`src/rtl/divider_array_scheduler.sv`:
```
// divider_array_scheduler: round-robin sharing of one combinational 16/8 array
// divider between two requesters, with multicycle settle and valid/ready results.
`default_nettype none

module divider_array_scheduler #(
    parameter int SETTLE_CYCLES = 2
) (
    input  logic        clk,
    input  logic        rst_n,
    input  logic        req0_valid,
    output logic        req0_ready,
    input  logic [15:0] req0_n,
    input  logic [7:0]  req0_d,
    input  logic        req1_valid,
    output logic        req1_ready,
    input  logic [15:0] req1_n,
    input  logic [7:0]  req1_d,
    output logic        rsp_valid,
    input  logic        rsp_ready,
    output logic        rsp_id,
    output logic [7:0]  rsp_q,
    output logic [7:0]  rsp_r,
    output logic [1:0]  rsp_err,
    output logic [15:0] div_n,
    output logic [7:0]  div_d,
    input  logic [7:0]  div_q,
    input  logic [7:0]  div_r,
    output logic        busy
);

    localparam logic [1:0] S_IDLE = 2'd0;
    localparam logic [1:0] S_EVAL = 2'd1;
    localparam logic [1:0] S_RESP = 2'd2;
    localparam logic [3:0] C_LOAD = 4'(SETTLE_CYCLES - 1);

    logic [1:0]  r_state;
    logic [15:0] r_op_n;
    logic [7:0]  r_op_d;
    logic        r_id;
    logic        r_last_grant;
    logic [3:0]  r_cnt;
    logic        r_rsp_valid;
    logic        r_rsp_id;
    logic [7:0]  r_rsp_q;
    logic [7:0]  r_rsp_r;
    logic [1:0]  r_rsp_err;

    logic w_idle;
    logic w_grant;
    logic w_accept;
    logic w_err_dz;
    logic w_err_ovf;

    // On a tie the requester not granted last wins; otherwise whoever is valid.
    assign w_idle    = (r_state == S_IDLE);
    assign w_grant   = (req0_valid && req1_valid) ? ~r_last_grant : req1_valid;
    assign w_accept  = w_idle && (req0_valid || req1_valid);
    assign w_err_dz  = (r_op_d == 8'd0);
    assign w_err_ovf = !w_err_dz && (r_op_n[15:8] >= r_op_d);

    assign req0_ready = w_accept && !w_grant;
    assign req1_ready = w_accept && w_grant;

    always_ff @(posedge clk or negedge rst_n) begin
        if (!rst_n) begin
            r_state      <= S_IDLE;
            r_op_n       <= 16'd0;
            r_op_d       <= 8'd0;
            r_id         <= 1'b0;
            r_last_grant <= 1'b1;
            r_cnt        <= 4'd0;
            r_rsp_valid  <= 1'b0;
            r_rsp_id     <= 1'b0;
            r_rsp_q      <= 8'd0;
            r_rsp_r      <= 8'd0;
            r_rsp_err    <= 2'd0;
        end else begin
            case (r_state)
                S_IDLE: begin
                    if (w_accept) begin
                        r_op_n       <= w_grant ? req1_n : req0_n;
                        r_op_d       <= w_grant ? req1_d : req0_d;
                        r_id         <= w_grant;
                        r_last_grant <= w_grant;
                        r_cnt        <= C_LOAD;
                        r_state      <= S_EVAL;
                    end
                end
                S_EVAL: begin
                    if (r_cnt == 4'd0) begin
                        // Error cases bypass the array outputs entirely.
                        if (w_err_dz || w_err_ovf) begin
                            r_rsp_q <= 8'hFF;
                            r_rsp_r <= r_op_n[7:0];
                        end else begin
                            r_rsp_q <= div_q;
                            r_rsp_r <= div_r;
                        end
                        r_rsp_err   <= {w_err_ovf, w_err_dz};
                        r_rsp_id    <= r_id;
                        r_rsp_valid <= 1'b1;
                        r_state     <= S_RESP;
                    end else begin
                        r_cnt <= r_cnt - 4'd1;
                    end
                end
                S_RESP: begin
                    if (rsp_ready) begin
                        r_rsp_valid <= 1'b0;
                        r_state     <= S_IDLE;
                    end
                end
                default: r_state <= S_IDLE;
            endcase
        end
    end

    assign rsp_valid = r_rsp_valid;
    assign rsp_id    = r_rsp_id;
    assign rsp_q     = r_rsp_q;
    assign rsp_r     = r_rsp_r;
    assign rsp_err   = r_rsp_err;
    assign div_n     = r_op_n;
    assign div_d     = r_op_d;
    assign busy      = !w_idle;

endmodule

`default_nettype wire

```
`config.mk`:
```
export PLATFORM = sky130hd
export DESIGN_NAME = divider_array_scheduler
export DESIGN_NICKNAME = d
export VERILOG_FILES = /design/src/rtl/divider_array_scheduler.sv
export SDC_FILE = /design/constraint.sdc
export NUM_CORES = 1
export LEC_CHECK = 0
export CORE_UTILIZATION = 41
export CTS_CLUSTER_DIAMETER = 100
export DETAILED_ROUTE_END_ITERATION = 10
export PLACE_DENSITY = 0.8
export SLEW_MARGIN = 25
export SYNTH_ARGS = -nofsm -noshare
export SYNTH_HDL_FRONTEND = slang
export SYNTH_SLANG_ARGS = --single-unit
```
`constraint.sdc`:
```
create_clock -name clk -period 2.4 [get_ports clk]
set_input_delay 0.6 -clock clk [delete_from_list [all_inputs] [get_ports clk]]
set_output_delay 0.6 -clock clk [all_outputs]
set_load 0.05 [all_outputs]
```
Word level (Yosys, flattened, before mapping)
Index checks and enable logic that the tools add are counted.

$add $sub $neg: 1. $mul: 0. Divide/modulo/power cells: 0. Order comparisons: 1. Eq/ne operators: 6. Shift-type cells: 0. Mux-type cells: 15. Bitwise gates (word level): 1. Reductions and logical operators: 20.

Operators with widths (number): 2-to-1 mux 8 bit (3); 2-to-1 mux 16 bit (1); AND reduction 3 bit (3); greater-or-equal comparator 8 bit (1); logical NOT 8 bit (1); 2-to-1 mux 4 bit (2); case mux 4 bit (2 select lines) (1); 2-to-1 mux 2 bit (3); inequality test 2 bit (second input constant) (3); case mux 2 bit (3 select lines) (1); logical AND 1 bit (5); logical NOT 4 bit (1); AND reduction 2 bit (2); nonzero test 2 bit (2); subtractor 4 x 1 -> 4 bit (second input constant) (1); logical NOT 1 bit (3); 2-to-1 mux 1 bit (3); equality test 2 x 1 -> 1 bit (second input constant) (1); equality test 2 bit (second input constant) (1); logical NOT 2 bit (1); logical OR 1 bit (2); inequality test 2 x 1 -> 1 bit (second input constant) (1); case mux 1 bit (2 select lines) (1); NOT 1 bit (1).

Register bits: 52. Bits in latches: 0. Memory bits (writable): 0. ROM bits: 0. Input bits: 69. Output and inout bits: 47. Word-level logic and storage cells: 55. Memories: 0.

Depth between registers and ports, before layout
Gate-level depths: netlist of run 1.

Depth in word-level cells: 5. Gate-level depth with buffers: 8. Depth with buffers taken out: 7.

Worst setup path after synthesis of run 1
No wires, ideal clock.

Path kind: in2out. Start: input port req0_valid. End: output port req1_ready. Arrival time: 1561 ps. Required time: 1800 ps. Slack: 239 ps. Cell stages on the path: 4. Path buffers: 2. Cell sequence: nand2_1 and3_1 buf_2 buf_1.

Word-level cells in the longest chain between the ends: 3. Elaborated cells between the ends (all ways): 5. Classes of those cells: 1 x mux; 4 x reduce/logical.

Ends and longest elaborated chain: start, declared (RTL line 10) `input logic req0_valid,`; logical AND 1 bit / logical OR 1 bit (equally long branches) (RTL line 56, 57); 2-to-1 mux 1 bit / logical AND 1 bit (equally long branches) (RTL line 56, 57); logical AND 1 bit (*) (RTL line 62) `assign req1_ready = w_accept && w_grant;`; end, declared (RTL line 15) `output logic req1_ready,`.

Every way passes the cells marked *; elsewhere a longest branch is shown, timed or not.

Final worst setup path of run 1
Start: input port req1_valid. End: output port req0_ready.

Word-level cells in the longest chain between the ends: 4. Elaborated cells between the ends (all ways): 6. Classes of those cells: 1 x mux; 5 x reduce/logical.

Ends and longest elaborated chain: start, declared (RTL line 14) `input logic req1_valid,`; logical AND 1 bit (RTL line 56) `assign w_grant = (req0_valid && req1_valid) ? ~r_last_grant : req1_valid;`; 2-to-1 mux 1 bit (RTL line 56); logical NOT 1 bit (RTL line 61) `assign req0_ready = w_accept && !w_grant;`; logical AND 1 bit (*) (RTL line 61); end, declared (RTL line 11) `output logic req0_ready,`.

Marks and branches as above.

==> results of run 1 <==
==> power groups by stage <==
| stage | registers, mW | clock network (mW) | logic [mW] |
|---|---|---|---|
| 2_1_floorplan | 2.71 | 0 | 1.45 |
| 3_3_place_gp | 1.62 | 0 | 3.72 |
| 3_5_place_dp | 1.64 | 0 | 3.79 |
| 4_1_cts | 1.62 | 0.605 | 3.80 |
| 5_1_grt | 1.68 | 0.638 | 4.06 |
| 6_report | 1.62 | 0.589 | 3.77 |
==> layout make-up <==
cell class	instances	area (um^2)	share of cell area (%)
sequential	52	1303	34.15
multi-input combinational	145	953.4	25.00
clock buffer	6	72.57	1.903
timing repair buffer	122	1221	32.02
clock inverter	2	35.03	0.9186
tap	72	90.09	2.362
inverter	37	138.9	3.642
==> cells by family after synthesis <==
| logic type | Yosys count |
|---|---|
| flip-flops | 52 |
| AND/OR/NAND/NOR | 60 |
| XOR/XNOR | 2 |
| adder cells (fa/ha/maj) | 10 |
| buffers and inverters | 49 |
| AO/OA/AOI/OAI | 73 |
==> through the flow <==
stage | hold slack (ps) | setup WS [ps]
floorplan | 304.4 | 238.9
global placement | 448.5 | 165.2
detailed placement | 464.2 | 95.96
CTS | 291.3 | 11.95
global route | 307.2 | 83.45
finish | 270.5 | 161.9
==> synthesized netlist by cell type (3+ instances only) <==
| cell | n | share of area, % |
|---|---|---|
| a21o_1 | 3 | 0.92 |
| o21ai_0 | 12 | 2.5 |
| nand2b_1 | 3 | 0.77 |
| a31oi_1 | 8 | 2.0 |
| buf_2 | 5 | 1.0 |
| dfrtp_1 | 51 | 52 |
| nand2_1 | 11 | 1.7 |
| nor4_1 | 3 | 0.77 |
| ha_1 | 10 | 5.1 |
| inv_1 | 37 | 5.7 |
| clkbuf_1 | 5 | 0.77 |
| a21oi_1 | 19 | 3.9 |
| a222oi_1 | 24 | 9.8 |
| nor2_1 | 32 | 4.9 |
==> layer usage <==
metal,wire (um),GRT usage (%),up-vias
li1,-,-,1108
met3,430,4.368,7
met4,61,5.091,0
met5,0,0,-
met2,3479,39.91,96
met1,2739,28.43,1121
==> critical path, delay by kind of cell <==
| kind | cells | cell delay (ps) |
|---|---|---|
| buf+inv | 3 | 730 |
| simple gates | 1 | 90 |
| compound gates | 1 | 210 |
==> path summary, 6_finish.rpt <==
| check | start | to | slack, ps | cells past startpoint |
|---|---|---|---|---|
| max | req1_valid | req0_ready | 160 | 5 |
| min | rst_n | rsp_err[0]$_DFFE_PN0P_ | 270 | 1 |
| max reg2reg | div_d[2]$_DFFE_PN0P_ | rsp_r[2]$_DFFE_PN0P_ | 320 | 7 |
| min reg2reg | rsp_id$_DFFE_PN0P_ | rsp_id$_DFFE_PN0P_ | 480 | 2 |
| max in group asynchronous | rst_n | div_n[15]$_DFFE_PN0P_ | 1480 | 2 |
| min in group clk | rsp_id$_DFFE_PN0P_ | rsp_id$_DFFE_PN0P_ | 480 | 2 |
==> flip-flops by register name, indices dropped and copies added, names as in the netlist <==
register	count
div_n	16
div_d	8
rsp_q	8
rsp_r	8
r_cnt	4
r_state	2
rsp_err	2
r_id	1
r_last_grant	1
rsp_id	1
rsp_valid	1
==> summary.log, run 1 <==
[status] run status complete, no violations
[synthesis] dominant combinational cell family by area after synthesis compound AO/OA/AOI/OAI gates
[synthesis] mux contribution to synthesized area 0%
[clocking] worst-skew pair later-pin latency 300 ps
[synthesis] fraction of the mapped netlist area in adder cells 5.112%
[global_routing] global-route wire length before repair 11.04 mm
[power] sequential power share 27.1%
[synthesis] post-synthesis cell type count 37
[final_layout] ratio of cells with drive above 1 in the final layout 7.143%
[routing] DRC violation count after routing 0
[setup_path] CP Max Fanout 4
[synthesis] share of flip-flops with an asynchronous set or reset 100.0%
[place] placed standard-cell area 3704 um^2
[routing] aggregate routed wire length 6.712 mm
[final_layout] Antenna Diode Count 0
[global_routing] number of global-route vias before repair 2309
[synthesis] synthesized cell area 2447 um^2
[global_routing] maximum number of pins on one net before global-route repair 28
[clocking] CTS tree built
[die] floorplan row count 27
[final_layout] most common library cell in the layout ignoring fill and taps clkdlybuf4s50_1
[clocking] postcts setup bufs 0
[sta] Fin. Hold Viols 0
[synthesis] Synth Area in XOR/XNOR 0.7157%
[setup_path] slowest stage cell on the critical path clkdlybuf4s50_1
[routing] Initial DRC Count 171
[synthesis] number of enable-type register cells in the synthesized netlist 0
[power] internal power 2.952 mW
[sta] sum of negative setup slack 0 ps
[setup_path] critical path, cell by cell clkdlybuf4s50_1 -> inv_1 -> o21ai_0 -> nor2_2 -> buf_12
[routing] detail-routed net length per standard cell 15.39 um
[sta] fmax 0.4468 GHz
[global_routing] total routing usage reported by global routing 22.59%
[die] horizontal die dimension 79.26 um
[sta] unrepaired setup endpoints after global routing no
[synthesis] Primary FF master, synth dfrtp_1
[final_layout] final non-filler cell total 436
[die] placeable core area 5642 um^2
[power] switching power as a share of total power 50.64%
[setup_path] crit path capture type primary output
[synthesis] Synth Area in Compound Gates 21.42%
[synthesis] mean area per synthesized cell 9.949 um^2
[clocking] number of sinks on the clock net 52
[power] P_sw 3.028 mW
[place] Port Buffer Count 115
[sta] post-route minimum period 2238 ps
[global_routing] number of antenna violations at the first check in global routing 0
[place] routability cong. 0.8324
[clocking] number of cells upsized or downsized after cts 0
[clocking] clock-pin slew on the worst setup and hold paths 100 ps
[die] count of pins on the block boundary 116
[job] max cap viols 0
[setup_path] launching element type of the critical path primary input
[clocking] CTS max path bufs 2
[synthesis] flip-flop and latch count after synthesis 52
[synthesis] simple logic cell fraction of the synthesized area 11.45%
[setup_path] Critical Setup Path Class in2out
[die] Starting Density 43.38%
[clocking] cell at the root of the clock tree clkbuf_8
[synthesis] fraction of the yosys area taken by sequential cells 53.22%
[power] total chip power 5.980 mW
[setup_path] largest stage delay on the critical path 520 ps
[power] clock share of power 9.9%
[final_layout] summed area of non-filler cells in the final layout 3814 um^2
[clocking] level count of the clock H-tree 2
[routing] total iterations of the first detailed-routing run 7
[place] HPWL after detailed placement 5.087 mm
[clocking] cts hold-fix bufs 0
[power] P per Cell Area 1568 nW/um^2
[power] leakage dissipation 1.741 nW
[sta] Final setup violation count 0
[die] die area 6282 um^2
[final_layout] layout overhead on the synthesized area 55.83%
[sta] share of the clock period used by the worst path after layout 93.25%
[final_layout] utilization after layout 67.60%
[final_layout] total of fill cells in the finished design 449
[clocking] clock buffers created by TritonCTS 5
[synthesis] number of standard cells after synthesis 246
[final_layout] most used cells in the layout excluding fill and tap cells clkdlybuf4s50_1, dfrtp_1, inv_1
[sta] Layout Skew 10.97 ps
[power] Logic pwr share 63.1%
[min_path] HP Class in2async
[sta] slew at the pin closest to its max-slew limit 712.0 ps
[power] maximum vdd drop 0.9526 mV
[die] die span in y 79.26 um
[final_layout] NumNets Final 442
[place] number of placed instances with taps included 428
[global_routing] residual overflow from global routing 0
[routing] Post-DRT Antenna Nets 0
[routing] vias per inst 5.349
[routing] via count 2332
[synthesis] syn_nets 325
[setup_path] CP Data Arrival Time 1640 ps
[sta] count of pins over their slew limit 0
[setup_path] Critical Path RT 1800 ps
[synthesis] Yosys warning count 0
[sta] worst slew margin relative to its limit 52.25%
Note: power is estimated with default switching activity, not from simulation.
==> run 2: changes to the inputs <==
--- a/config.mk
+++ b/config.mk
@@ -5,6 +5,7 @@
 export SDC_FILE = /design/constraint.sdc
 export NUM_CORES = 1
 export LEC_CHECK = 0
+export CORE_ASPECT_RATIO = 0.7
 export CORE_UTILIZATION = 41
 export CTS_CLUSTER_DIAMETER = 100
 export DETAILED_ROUTE_END_ITERATION = 10
==> run 2 against run 1 <==
Total power shrank 0.11%; fmax grew 0.24%; largest cell class unchanged; non-clock buffer count grew 2; count of clock-buffer cells in the layout grew 1; clock skew shrank 2.0 ps; critical endpoint unchanged; utilization shrank 0.70 points; die area is essentially flat; sequential share of layout area shrank 0.16 points.
==> summary.log, run 2 (synthesis gave the netlist of run 1 again) <==
[die] die span in y 66.64 um [-16%]
[routing] aggregate routed wire length 7.048 mm [+5.0%]
[setup_path] critical path, cell by cell clkdlybuf4s50_1 -> inv_1 -> o21ai_0 -> nor2_2 -> buf_12
[power] leakage dissipation 1.745 nW [+0.23%]
[clocking] clock buffers created by TritonCTS 5 [unchanged]
[setup_path] CP Max Fanout 4 [unchanged]
[final_layout] summed area of non-filler cells in the final layout 3831 um^2 [+0.46%]
[place] routability cong. 0.7890 [-5.2%]
[global_routing] total routing usage reported by global routing 23.48% [+0.89 points]
[setup_path] largest stage delay on the critical path 430 ps [-90 ps]
[routing] Post-DRT Antenna Nets 0 [unchanged]
[sta] Fin. Hold Viols 0 [unchanged]
[clocking] CTS max path bufs 2 [unchanged]
[setup_path] Critical Path RT 1800 ps [about the same]
[routing] DRC violation count after routing 0 [unchanged]
[routing] routed length on met1 3.183 mm [+16%]
[status] run status complete, no violations
[clocking] CTS tree built
[final_layout] most used cells in the layout excluding fill and tap cells clkdlybuf4s50_1, dfrtp_1, inv_1
[sta] PnR worst setup slack 167.1 ps [+5.256 ps]
[place] HPWL after detailed placement 5.243 mm [+3.1%]
[global_routing] global-route wire length before repair 11.30 mm [+2.4%]
[place] placed standard-cell area 3735 um^2 [+0.84%]
[routing] routed wire length on met2 3.371 mm [-3.1%]
[sta] Final setup violation count 0 [unchanged]
[die] placeable core area 5727 um^2 [+1.5%]
[sta] final hold slack 258.1 ps [-12.42 ps]
[sta] fmax 0.4479 GHz [+0.24%]
[sta] slew at the pin closest to its max-slew limit 775.4 ps [+63.40 ps]
[sta] sum of negative setup slack 0 ps [unchanged]
[final_layout] NumNets Final 444 [+0.45%]
[routing] length of routed met3 wiring 478 um [+11%]
[global_routing] number of global-route vias before repair 2287 [-0.95%]
[global_routing] maximum number of pins on one net before global-route repair 32 [+14%]
[sta] post-route minimum period 2233 ps [-5.256 ps]
[clocking] clock-pin slew on the worst setup and hold paths 100 ps [about the same]
[sta] share of the clock period used by the worst path after layout 93.04% [-0.22 points]
[die] floorplan row count 23 [-15%]
[setup_path] CP Data Arrival Time 1630 ps [about the same]
[power] P per Cell Area 1559 nW/um^2 [-0.57%]
[final_layout] most common library cell in the layout ignoring fill and taps clkdlybuf4s50_1
[clocking] worst-skew pair later-pin latency 300 ps [about the same]
[sta] count of pins over their slew limit 0 [unchanged]
[clocking] level count of the clock H-tree 2 [unchanged]
[routing] detail-routed net length per standard cell 15.98 um [+3.8%]
[setup_path] slowest stage cell on the critical path clkdlybuf4s50_1
[place] Port Buffer Count 115 [unchanged]
[clocking] postcts setup bufs 0 [unchanged]
[global_routing] number of antenna violations at the first check in global routing 0 [unchanged]
[routing] vias per inst 5.270 [-1.5%]
[setup_path] crit path capture type primary output
[sta] worst slew margin relative to its limit 47.99% [-4.3 points]
[setup_path] Critical Setup Path Class in2out
[clocking] number of sinks on the clock net 52 [unchanged]
[routing] Max Used Layer met4
[routing] Initial DRC Count 201 [+18%]
[setup_path] launching element type of the critical path primary input
[final_layout] number of flip-flops under the largest register name 16 [unchanged]
[clocking] cell at the root of the clock tree clkbuf_8
[die] Starting Density 42.74% [-0.64 points]
[place] worst slack at placement 133.3 ps [+37.37 ps]
[final_layout] ratio of cells with drive above 1 in the final layout 7.650% [+0.51 points]
[global_routing] residual overflow from global routing 0 [unchanged]
[final_layout] layout overhead on the synthesized area 56.54%
[sta] unrepaired setup endpoints after global routing no
[power] maximum vdd drop 0.6515 mV [-32%]
[sta] Layout Skew 8.940 ps [-2.031 ps]
[routing] total iterations of the first detailed-routing run 7 [unchanged]
[die] die area 6287 um^2 [about the same]
[die] horizontal die dimension 94.35 um [+19%]
[job] max cap viols 0 [unchanged]
[final_layout] Antenna Diode Count 0 [unchanged]
[die] count of pins on the block boundary 116 [unchanged]
[routing] via count 2324 [-0.34%]
[min_path] HP Class in2async
[power] total chip power 5.973 mW [-0.11%]
run 2: cell count changes in the layout (fill, tap and decap cells not counted):
cell,delta
clkinvlp_4,+1
clkinv_2,-1
buf_12,+1
bufinv_16,-1
buf_4,+1
clkbuf_8,+1
run 2: cell type report:
type,instances,area (um^2)
flip-flops and latches,52,1303
fillers,489,1896
repair buffers,124,1249
well taps,75,93.84
clock buffers,7,86.33
multi-input cells,145,953.4
inverters,37,138.9
clock inverters,1,7.507
run 2: timing repair:
action | in CTS | in global routing
resized for setup | 0 | 1
hold endpoints to repair | 0 | 0
hold buffers | 0 | 0
endpoints found under the setup margin | 0 | 1
run 2: path summary, 6_finish.rpt:
kind | from | to | slack [ps] | depth (start not counted)
worst min register to register | r_id$_DFFE_PN0P_ | rsp_id$_DFFE_PN0P_ | 480 | 2
worst max register to register | div_d[1]$_DFFE_PN0P_ | rsp_r[3]$_DFFE_PN0P_ | 200 | 7
max in group asynchronous | rst_n | r_last_grant$_DFFE_PN1P_ | 1530 | 2
worst max-delay path | req1_valid | req0_ready | 170 | 5
min in group clk | r_id$_DFFE_PN0P_ | rsp_id$_DFFE_PN0P_ | 480 | 2
worst min-delay path | rst_n | div_n[10]$_DFFE_PN0P_ | 260 | 1
run 2: worst max-delay path: cells and delay by family:
kind / cells / cell delay [ps]
simple gates: 1 / 270
buf+inv: 3 / 670
compound gates: 1 / 90
run 2: report_power, final:
part	switching, mW	leakage [nW]	internal, mW
Combinational	2.48	1.09	1.36
Clock	0.286	0.0445	0.235
Sequential	0.323	0.611	1.29
run 2: per-layer routing:
metal / track usage (%) / up-vias
met5: 0 / -
met4: 3.269 / 0
met3: 6.963 / 2
met2: 37.14 / 76
met1: 32.51 / 1129
li1: - / 1117
run 2: metrics by stage:
| step | cells | utilization [%] |
|---|---|---|
| floorplan | 246 | - |
| global placement | 433 | 65.22 |
| detailed placement | 433 | 65.22 |
| CTS | 441 | 66.86 |
| global route | 441 | 66.90 |
| finish | 441 | 66.90 |
==> run 3: changes to the inputs <==
--- a/config.mk
+++ b/config.mk
@@ -5,6 +5,7 @@
 export SDC_FILE = /design/constraint.sdc
 export NUM_CORES = 1
 export LEC_CHECK = 0
+export ABC_CLOCK_PERIOD_IN_PS = 2400
 export CORE_ASPECT_RATIO = 0.7
 export CORE_UTILIZATION = 41
 export CTS_CLUSTER_DIAMETER = 100
==> results of run 3 <==
Same layout as run 2: the final DEF is identical, and so are final timing and power.
